`src/rtl/uart_tx_fifo_reader.sv`:
```
// UART transmit engine on the read side of the TX async FIFO: pops one word per
// frame and serialises it as start bit, LSB-first data, optional parity and stop bits.
module uart_tx_fifo_reader #(
    parameter int WIDTH        = 8,
    parameter int CLKS_PER_BIT = 868,
    parameter int PARITY_EN    = 1,
    parameter int PARITY_ODD   = 0,
    parameter int STOP_BITS    = 1
) (
    input  logic             rclk,
    input  logic             rrst,
    input  logic             tx_en,
    input  logic             empty,
    input  logic [WIDTH-1:0] rdata,
    output logic             rinc,
    output logic             tx,
    output logic             tx_busy,
    output logic             tx_done
);
    localparam int BAUD_W = $clog2(CLKS_PER_BIT);
    localparam int BIT_W  = $clog2(WIDTH + 1);

    localparam logic [BAUD_W-1:0] BAUD_LAST = BAUD_W'(CLKS_PER_BIT - 1);
    localparam logic [BIT_W-1:0]  DATA_LAST = BIT_W'(WIDTH - 1);
    localparam logic [BIT_W-1:0]  STOP_LAST = BIT_W'(STOP_BITS - 1);

    typedef enum logic [2:0] {
        IDLE,
        FETCH,
        START,
        DATA,
        PARITY,
        STOP
    } state_t;

    state_t            state, state_next;
    logic [BAUD_W-1:0] baud_cnt, baud_next;
    logic [BIT_W-1:0]  bit_cnt, bit_next;
    logic [WIDTH-1:0]  shreg, shreg_next;
    logic              par, par_next;
    logic              tx_next, busy_next, done_next;
    logic              bit_end;

    assign rinc    = (state == IDLE) & tx_en & ~empty & ~rrst;
    assign bit_end = (baud_cnt == BAUD_LAST);

    // NOTE: every signal written here gets a default first, so no path infers a latch.
    always_comb begin
        state_next = state;
        baud_next  = bit_end ? '0 : baud_cnt + 1'b1;
        bit_next   = bit_cnt;
        shreg_next = shreg;
        par_next   = par;

        unique case (state)
            IDLE: begin
                baud_next = '0;
                if (rinc) state_next = FETCH;
            end
            FETCH: begin
                // The FIFO RAM registered rdata on the rinc edge; it is valid only now.
                baud_next  = '0;
                shreg_next = rdata;
                par_next   = (^rdata) ^ (PARITY_ODD != 0);
                state_next = START;
            end
            START: begin
                if (bit_end) state_next = DATA;
            end
            DATA: begin
                if (bit_end) begin
                    shreg_next = shreg >> 1;
                    if (bit_cnt == DATA_LAST) begin
                        bit_next   = '0;
                        state_next = (PARITY_EN != 0) ? PARITY : STOP;
                    end else begin
                        bit_next = bit_cnt + 1'b1;
                    end
                end
            end
            PARITY: begin
                if (bit_end) state_next = STOP;
            end
            STOP: begin
                if (bit_end) begin
                    if (bit_cnt == STOP_LAST) begin
                        bit_next   = '0;
                        state_next = IDLE;
                    end else begin
                        bit_next = bit_cnt + 1'b1;
                    end
                end
            end
            default: state_next = IDLE;
        endcase

        // Outputs are registered, so they are derived from the upcoming state.
        tx_next = 1'b1;
        case (state_next)
            START:   tx_next = 1'b0;
            DATA:    tx_next = shreg_next[0];
            PARITY:  tx_next = par_next;
            default: tx_next = 1'b1;
        endcase
        busy_next = (state_next != IDLE);
        done_next = (state_next == STOP) && (baud_next == BAUD_LAST) && (bit_next == STOP_LAST);
    end

    // NOTE: sequential state uses non-blocking assignments so every register updates together.
    always_ff @(posedge rclk) begin
        if (rrst) begin
            state    <= IDLE;
            baud_cnt <= '0;
            bit_cnt  <= '0;
            shreg    <= '0;
            par      <= 1'b0;
            tx       <= 1'b1;
            tx_busy  <= 1'b0;
            tx_done  <= 1'b0;
        end else begin
            state    <= state_next;
            baud_cnt <= baud_next;
            bit_cnt  <= bit_next;
            shreg    <= shreg_next;
            par      <= par_next;
            tx       <= tx_next;
            tx_busy  <= busy_next;
            tx_done  <= done_next;
        end
    end

endmodule

```
`config.mk`:
```
export PLATFORM = sky130hd
export DESIGN_NAME = uart_tx_fifo_reader
export DESIGN_NICKNAME = d
export VERILOG_FILES = /design/src/rtl/uart_tx_fifo_reader.sv
export SDC_FILE = /design/constraint.sdc
export NUM_CORES = 1
export LEC_CHECK = 0
export BUFFER_PORTS_ARGS = -buffer_cell sky130_fd_sc_hd__buf_2
export CORE_ASPECT_RATIO = 1.4
export CORE_MARGIN = 4
export CORE_UTILIZATION = 36
export DETAILED_ROUTE_END_ITERATION = 7
export GPL_TIMING_DRIVEN = 0
export PLACE_DENSITY_LB_ADDON = 0.05
export SLEW_MARGIN = 20
export SYNTH_ARGS = -nofsm -noshare
export SYNTH_HDL_FRONTEND = slang
export SYNTH_SLANG_ARGS = --single-unit
```
`constraint.sdc`:
```
create_clock -name rclk -period 3.64 [get_ports rclk]
set_clock_uncertainty 0.2 [all_clocks]
set_input_delay 0.364 -clock rclk [delete_from_list [all_inputs] [get_ports rclk]]
set_output_delay 0.364 -clock rclk [all_outputs]
set_load 0.05 [all_outputs]
```
== Word level (Yosys, flattened, before mapping) ==
Cells that the tools add are included.

* Equality and inequality tests: 13
* Mux-type cells: 19
* Reduce and logical (&&, ||, !) cells: 10
* Multiply operators: 0
* Divide/modulo/power cells: 0
* Bitwise logic cells: 5
* Add/subtract/negate cells: 2
* Shift operators: 0
* Magnitude comparators: 0

{| class="wikitable"
|+ Operators with widths
! kind !! count
|-
| 3-bit 2-to-1 mux || 7
|-
| 10-bit == test (second input constant) || 2
|-
| 10-bit 2-to-1 mux || 2
|-
| 3-bit one-hot mux with 6 select lines || 1
|-
| 4-bit 2-to-1 mux || 4
|-
| 8-bit one-hot mux with 2 select lines || 1
|-
| 3-bit by 2-bit == test with 1-bit output (second input constant) || 4
|-
| 3-bit == test (second input constant) || 4
|-
| 10-bit by 1-bit adder with 10-bit output (second input constant) || 1
|-
| 4-bit logical NOT || 2
|-
| 8-bit 2-to-1 mux || 1
|-
| 4-bit one-hot mux with 2 select lines || 1
|-
| 8-bit XOR reduction || 1
|-
| 4-bit by 1-bit adder with 4-bit output (second input constant) || 1
|-
| 4-bit by 3-bit == test with 1-bit output (second input constant) || 1
|-
| 1-bit AND || 3
|-
| 3-bit by 1-bit == test with 1-bit output (second input constant) || 1
|-
| 3-bit logical NOT || 1
|-
| 1-bit one-hot mux with 3 select lines || 1
|-
| 3-bit nonzero test || 1
|-
| 1-bit logical AND || 2
|-
| 2-bit != test (second input constant) || 1
|-
| 1-bit inverter || 2
|-
| 2-bit AND reduction || 1
|-
| 3 further kinds || 3
|}

* Output and inout port bits: 4
* Latch bits: 0
* Flip-flop bits (word level): 29
* Memories kept: 0
* Bits in read-only memories: 0
* Logic and storage cells: 58
* Memory bits (writable): 0

== Logic depth before layout (Yosys ltp) ==
Gate-level depths: netlist (run 1).

* Depth after elaboration: 9
* Depth in mapped cells: 8
* Mapped depth without buffers: 8

== Worst setup path after synthesis (run 1) ==
Ideal clock, no wire load.

* Kind: register to register
* Start: register baud_cnt[0]
* End: register tx_done
* Slack: 1099 ps
* Cell stages (with the launch flop): 7
* Library setup time: 103 ps
* Period minus slack after synthesis: 2541 ps
* Path buffers: 0
* Data arrival time: 2237 ps
* Cell sequence: dfxtp_1 -> ha_1 -> or4b_4 -> nor4_1 -> mux2_2 -> a21o_1 -> a2111oi_2

* Word-level cells in the longest chain between the ends: 6
* Elaborated cells between the ends (all ways): 17

{| class="wikitable"
|+ Ends and longest elaborated chain
! what !! line !! RTL
|-
| start, declared || 37 || <nowiki>logic [BAUD_W-1:0] baud_cnt, baud_next;</nowiki>
|-
| start signal, assigned || 122 || <nowiki>baud_cnt <= baud_next;</nowiki>
|-
| 10-bit by 1-bit adder with 10-bit output or 10-bit == test (tied branches) || 50, 45 ||
|-
| 10-bit 2-to-1 mux (tied with other cells) || 50 || <nowiki>baud_next = bit_end ? '0 : baud_cnt + 1'b1;</nowiki>
|-
| 10-bit 2-to-1 mux or 3-bit one-hot mux with 6 select lines (tied branches) || 55 || <nowiki>unique case (state)</nowiki>
|-
| 10-bit == test or 3-bit == test (tied branches) || 106 || <nowiki>done_next = (state_next == STOP) && (baud_next == BAUD_LAST) && (bit_next == STOP_LAST);</nowiki>
|-
| 1-bit logical AND || 106 ||
|-
| 1-bit logical AND (*) || 106 ||
|-
| end signal, assigned || 128 || <nowiki>tx_done <= done_next;</nowiki>
|-
| end, declared || 18 || <nowiki>output logic tx_done</nowiki>
|}

Every way passes the cells marked *; elsewhere a longest branch is shown, timed or not.
A chain may end at the register's enable or synchronous reset.

== Final worst setup path (run 1) ==
Same ends and word-level chain as after synthesis.

==> impl_metrics.json, run 1 <==
{
  "result_of_the_run": "finished, final reports clean",
  "die_height_um": 88.6,
  "fp.dieArea_sq_um": 5810,
  "inserted_clock_buffers": 5,
  "synth_largest_area_cell": "sky130_fd_sc_hd__dfxtp_1",
  "cts-hold-fix-buffers": 0,
  "post_synth_instance_area_sq_um": 1670,
  "detailed_route_wire_length_um": 4030,
  "layout.core_utilization_pct": 42.4,
  "dpl.hpwl_um": 3240,
  "worstPathMaxFanout": 6,
  "clock_path_buffers": 2,
  "core_sq_um": 4500,
  "row_count": 29,
  "cap_violations": 0,
  "count_of_unique_library_cells_instantiated_by_yosys": 54,
  "internal_power_mw": 0.493,
  "insertedDiodeCount": 0,
  "cp_slowest_cell": "sky130_fd_sc_hd__or4b_4",
  "route.detailed.vias_per_inst": 5.29,
  "netSwitchingFraction_pct": 23.4,
  "synth_enable_flop_cells": 0,
  "dieWidth_um": 65.6,
  "ant_nets": 0,
  "max-vdd-ir-drop_mv": 0.176,
  "fill_cells": 502,
  "grt_max_degree": 11,
  "worst-r2r-setup-slack_ns": 0.77,
  "grt.overflow.total": 0,
  "boundaryPins": 16,
  "rr_worst_depth": 6,
  "start_kind": "flop",
  "number_of_global_route_vias_before_repair": 1486,
  "comb_power_share_pct": 8.6,
  "design.final.nets": 236,
  "cts.sink_count": 29,
  "postSynth.asyncResetShare_pct": 0,
  "reg2reg_to": "tx_done",
  "power.static_leakage_nw": 0.672,
  "arrival_ns": 2.81,
  "synth-seq-cells": 29,
  "port-buffer-count": 14,
  "slew-limit-headroom_pct": 53.2,
  "final.setup.tns_ns": 0,
  "grt_first_pass_wirelength_um": 6980,
  "p_sw_mw": 0.151,
  "finalHoldViolations": 0,
  "period_needed_ns": 2.87,
  "fmax_mhz": 348,
  "worstSetupStartpoint": "baud_cnt[0]",
  "area_growth_syn_to_layout_pct": 14.0,
  "final_critical_path_setup_slack_ns": 0.766,
  "remaining_drc_errors": 0,
  "synth_common_cells": "sky130_fd_sc_hd__dfxtp_1, sky130_fd_sc_hd__nor2_1, sky130_fd_sc_hd__xnor2_1",
  "timing_max_transition_violations_final": 0,
  "cts_max_level": 2,
  "rsz_0062_raised_after_global_routing": "false",
  "path_clk_slew_ns": 0.06,
  "fraction_of_final_layout_cells_sized_beyond_drive_strength_1_pct": 14.0,
  "hold_ws_ns": 0.137,
  "yosysWarnings": 0,
  "synth.top_cell.area_share_pct": 34.7,
  "routedWlPerCell_um": 14.2,
  "pwr-share-clk_pct": 41.1,
  "fin_total_pwr_mw": 0.644,
  "vias": 1496,
  "power.density_nw_per_um2": 338,
  "worstPathRequired_ns": 3.58,
  "cp_cell_sequence": "ha_1 -> or4b_4 -> nor4_1 -> mux2_2 -> a21o_1 -> a2111oi_2",
  "yosysSeqAreaShare_pct": 34.7,
  "final-setup-viol-count": 0,
  "sort_of_element_at_the_end_of_the_critical_path": "flop",
  "drt-pass1-iter-count": 4,
  "detailedPlace.worstSlack_ns": 0.776,
  "synthesis.nets": 215,
  "cp_slowest_stage_delay_ns": 0.54,
  "dominantRegCellSynth": "sky130_fd_sc_hd__dfxtp_1",
  "cells_after_synth": 200,
  "final.period_utilization_pct": 79.0,
  "crit-reg2reg-launch": "baud_cnt[0]",
  "power_frac_seq_pct": 50.3,
  "post_synth.cell_area_avg_sq_um": 8.36,
  "cts_tree": "done",
  "grt_antenna_before_repair": 0,
  "yosys-top-cells-area": "sky130_fd_sc_hd__dfxtp_1, sky130_fd_sc_hd__xnor2_1, sky130_fd_sc_hd__nor2_1",
  "drt_first_iter_violations": 51,
  "grt_util_all_layers_pct": 16.0,
  "clk_root_buffer_cell": "sky130_fd_sc_hd__clkbuf_8",
  "setup.worst_path.end": "tx_done",
  "hold_path.class": "in2reg",
  "tightest_slew_ns": 0.700,
  "post-cts-setup-buffer-count": 0,
  "starting_utilization_of_the_core_area_pct": 37.2,
  "globalplace.congestion": 0.907,
  "clk-insertion-delay-late_ns": 0.28,
  "synthMostInstantiatedCell": "sky130_fd_sc_hd__dfxtp_1",
  "post_cts_resize_count": 0,
  "crit_type": "reg2reg"
}
worst min-delay path by stage:
stage,startpoint,to,depth (start not counted),slack [ns]
2_1_floorplan,shreg[2],shreg[2],2,0.24
3_3_place_gp,shreg[1],shreg[1],2,0.25
3_5_place_dp,shreg[4],shreg[4],2,0.25
4_1_cts,rdata[7],shreg[7],3,0.14
5_1_grt,rdata[7],shreg[7],3,0.16
6_report,rdata[7],shreg[7],3,0.14
cells by family after synthesis:
group	Yosys count	synth area share [%]
buffers and inverters	20	4.79
and+or+nand+nor	86	29.4
xor gates and xnor gates	17	8.91
adders and majority gates	3	2.25
muxes	3	1.87
AOI/OAI and AO/OA	42	18.0
DFF	29	34.7
power by group through the flow:
stage          clock network, mW  registers (mW)  logic [mW]
2_1_floorplan                  0           0.336      0.0337
5_1_grt                    0.288           0.324      0.0611
6_report                   0.265           0.324      0.0553
3_3_place_gp                   0           0.331      0.0553
4_1_cts                    0.275           0.324      0.0563
3_5_place_dp                   0           0.331      0.0560
state kept, by name, summed over array words and instances (netlist names):
register,cells
tx,1
tx_done,1
shreg,8
par,1
baud_cnt,10
state,3
bit_cnt,4
tx_busy,1
metrics by stage:
stage / cells / cell area [sq um]
global placement: 276 / 1820
global route: 283 / 1910
detailed placement: 276 / 1820
CTS: 283 / 1910
finish: 283 / 1910
floorplan: 200 / 1670
layout make-up:
type	instances	area (sq um)	share of cell area [%]
tap	62	77.6	4.07
sequential	29	581	30.5
clock buffer	7	86.3	4.53
timing repair buffer	14	70.1	3.68
multi-input combinational	151	1010	53.1
inverter	8	30.0	1.58
buffer	12	50.0	2.63
cell usage in the layout, fill, tap and decap left out, drive strengths merged, types with 6 or more instances in the layout:
master and n:
xnor2 12, a22oi 7, inv 7, nand2 11
a211oi 6, clkbuf 17, buf 16, a21oi 11
nand3 7, dfxtp 29, nor2 27
layer usage:
metal	vias up	wire length, um	GRT usage [%]
met1	702	1490	14.7
met4	0	115	8.49
met3	8	133	3.56
li1	763	-	-
met2	23	2290	32.1
met5	-	0	0
critical path: cells and delay by family, from the launching register on:
kind | cells | cell delay, ns
AO/OA/AOI/OAI | 2 | 0.63
adder cells (fa/ha/maj) | 1 | 0.28
flip-flops | 1 | 0.40
multiplexers | 1 | 0.38
AND/OR/NAND/NOR | 2 | 0.84
(Power assumes the default switching activity.)
==> inputs of run 2 (changes only) <==
==> constraint.sdc (replaced) <==
create_clock -name rclk -period 2.77 [get_ports rclk]
set_clock_uncertainty 0.2 [all_clocks]
set_input_delay 0.277 -clock rclk [delete_from_list [all_inputs] [get_ports rclk]]
set_output_delay 0.277 -clock rclk [all_outputs]
set_load 0.05 [all_outputs]
==> run 2 against run 1 <==
Net effect: register-to-register slack worse by 0.68 ns; sequential share of layout area down 0.60 points; first-iteration DRC count up 20%; die area unchanged; final area up 2.2%; critical path depth unchanged; sequential power up 31%; clock power up 32%; fmax up 7.3%; global-route usage unchanged; critical endpoint unchanged; highest routed layer unchanged.
==> impl_metrics.json, run 2 (synthesized netlist as in run 1, its figures left out) <==
{
  "finalHoldViolations": 0,
  "final.setup.tns_ns": 0,
  "drt-pass1-iter-count": 4,
  "netSwitchingFraction_pct": 23.7,
  "grt_first_pass_wirelength_um": 6980,
  "power.static_leakage_nw": 0.676,
  "cap_violations": 0,
  "result_of_the_run": "finished, final reports clean",
  "cp_slowest_stage_delay_ns": 0.52,
  "hold_path_depth": 3,
  "arrival_ns": 2.64,
  "cp_cell_sequence": "ha_4 -> or4b_4 -> nor4_1 -> mux2_2 -> a21o_1 -> a2111oi_4",
  "core_sq_um": 4500,
  "layout.core_utilization_pct": 43.3,
  "final.period_utilization_pct": 96.7,
  "vias": 1512,
  "power_frac_seq_pct": 50.2,
  "reg.largest.list": "baud_cnt (10), shreg (8), bit_cnt (4)",
  "worstPathRequired_ns": 2.73,
  "fill_cells": 501,
  "grt_antenna_before_repair": 0,
  "crit_type": "reg2reg",
  "dieWidth_um": 65.6,
  "period_needed_ns": 2.68,
  "area_growth_syn_to_layout_pct": 16.5,
  "final_critical_path_setup_slack_ns": 0.0904,
  "fraction_of_final_layout_cells_sized_beyond_drive_strength_1_pct": 15.3,
  "boundaryPins": 16,
  "dpl.cell_count": 276,
  "hold_ws_ns": 0.0506,
  "final_area_sq_um": 1950,
  "routedWlPerCell_um": 14.6,
  "number_of_global_route_vias_before_repair": 1496,
  "max-vdd-ir-drop_mv": 0.231,
  "detailedPlace.worstSlack_ns": -0.0939,
  "p_sw_mw": 0.201,
  "clk_root_buffer_cell": "sky130_fd_sc_hd__clkbuf_8",
  "remaining_drc_errors": 0,
  "hold_path.class": "in2reg",
  "timing.critical_path.buf_inv": 0,
  "die_height_um": 88.6,
  "rsz_0062_raised_after_global_routing": "false",
  "cts_max_level": 2,
  "highest_count_cells_in_the_layout_ignoring_fill_and_taps": "sky130_fd_sc_hd__dfxtp_1, sky130_fd_sc_hd__nor2_1, sky130_fd_sc_hd__buf_2",
  "clock_path_buffers": 2,
  "inserted_clock_buffers": 5,
  "max_flop_register": "baud_cnt",
  "cts_tree": "done",
  "dpl.hpwl_um": 3240,
  "starting_utilization_of_the_core_area_pct": 37.2,
  "grt_max_degree": 11,
  "insertedDiodeCount": 0,
  "comb_power_share_pct": 8.6,
  "fin_total_pwr_mw": 0.850,
  "final_common_cell": "sky130_fd_sc_hd__dfxtp_1",
  "design.final.nets": 237,
  "cts-hold-fix-buffers": 0,
  "clk-insertion-delay-late_ns": 0.28,
  "cp_slowest_cell": "sky130_fd_sc_hd__or4b_4",
  "cts.sink_count": 29,
  "drt_first_iter_violations": 61,
  "route.detailed.vias_per_inst": 5.32,
  "path_clk_slew_ns": 0.06,
  "final_cell_count_no_fill": 284,
  "timing_max_transition_violations_final": 0,
  "sort_of_element_at_the_end_of_the_critical_path": "flop",
  "start_kind": "flop",
  "detailed_route_wire_length_um": 4140,
  "final-setup-viol-count": 0,
  "tightest_slew_ns": 0.695,
  "grt_util_all_layers_pct": 16.0,
  "power.density_nw_per_um2": 436,
  "slew-limit-headroom_pct": 53.5,
  "internal_power_mw": 0.648,
  "cp_top_family": "simple AND/OR/NAND/NOR gates",
  "port-buffer-count": 14,
  "globalplace.congestion": 0.907,
  "pwr-share-clk_pct": 41.2,
  "post_dp_cell_area_sq_um": 1820,
  "cp_num_cells": 6,
  "fmax_mhz": 373,
  "rr_worst_depth": 6,
  "worstPathMaxFanout": 6,
  "ant_nets": 0,
  "fp.dieArea_sq_um": 5810,
  "largest_register_ff_count": 10,
  "row_count": 29,
  "grt.overflow.total": 0
}
==> run 2: cell types whose count changed in the layout (fill, tap and decap cells not counted) <==
| cell | previous run | this run |
|---|---|---|
| sky130_fd_sc_hd__a2111oi_2 | 1 | 0 |
| sky130_fd_sc_hd__a2111oi_4 | 0 | 1 |
| sky130_fd_sc_hd__buf_4 | 1 | 2 |
| sky130_fd_sc_hd__dfxtp_1 | 29 | 28 |
| sky130_fd_sc_hd__dfxtp_2 | 0 | 1 |
| sky130_fd_sc_hd__ha_1 | 3 | 2 |
| sky130_fd_sc_hd__ha_4 | 0 | 1 |
| sky130_fd_sc_hd__nor4b_2 | 1 | 0 |
| sky130_fd_sc_hd__nor4b_4 | 0 | 1 |
==> run 2: power groups by stage <==
stage / Combinational, mW / Clock [mW] / Sequential, mW
finish: 0.0731 / 0.350 / 0.426
global route: 0.0807 / 0.380 / 0.427
CTS: 0.0742 / 0.361 / 0.426
detailed placement: 0.0736 / 0 / 0.435
global placement: 0.0727 / 0 / 0.435
floorplan: 0.0443 / 0 / 0.442
==> run 2: worst reg2reg max path, cell delays in order, from the launching register on <==
cell,delay [ns]
sky130_fd_sc_hd__dfxtp_2,0.39
sky130_fd_sc_hd__ha_4,0.18
sky130_fd_sc_hd__or4b_4,0.52
sky130_fd_sc_hd__nor4_1,0.30
sky130_fd_sc_hd__mux2_2,0.38
sky130_fd_sc_hd__a21o_1,0.19
sky130_fd_sc_hd__a2111oi_4,0.40
==> run 2: final cells by class <==
class	instances	area (sq um)	share of cell area [%]
Tap cell	62	77.6	3.98
Sequential cell	29	582	29.9
Clock buffer	7	86.3	4.43
Timing Repair Buffer	15	77.6	3.98
Buffer	12	50.0	2.57
Inverter	8	30.0	1.54
Multi-Input combinational cell	151	1040	53.6
==> run 2: timing repair <==
item,4_1_cts,5_1_grt
endpoints found under the setup margin,2,2
endpoints found under the hold margin,0,0
resized for setup,2,3
pin swaps,1,1
buffers inserted,0,1
==> run 2: worst paths after layout <==
kind | from | end | slack [ns]
min reg2reg | shreg[4] | shreg[4] | 0.26
max reg2reg | baud_cnt[0] | tx_done | 0.09
max | baud_cnt[0] | tx_done | 0.09
min | rdata[7] | shreg[7] | 0.05
==> run 2: per-layer routing <==
metal	GRT usage [%]	vias up	share of wire (%)
met5	0	-	0
met4	8.49	0	2.8
met3	3.56	8	3.0
met2	32.1	26	56
met1	14.7	712	38
li1	-	766	-
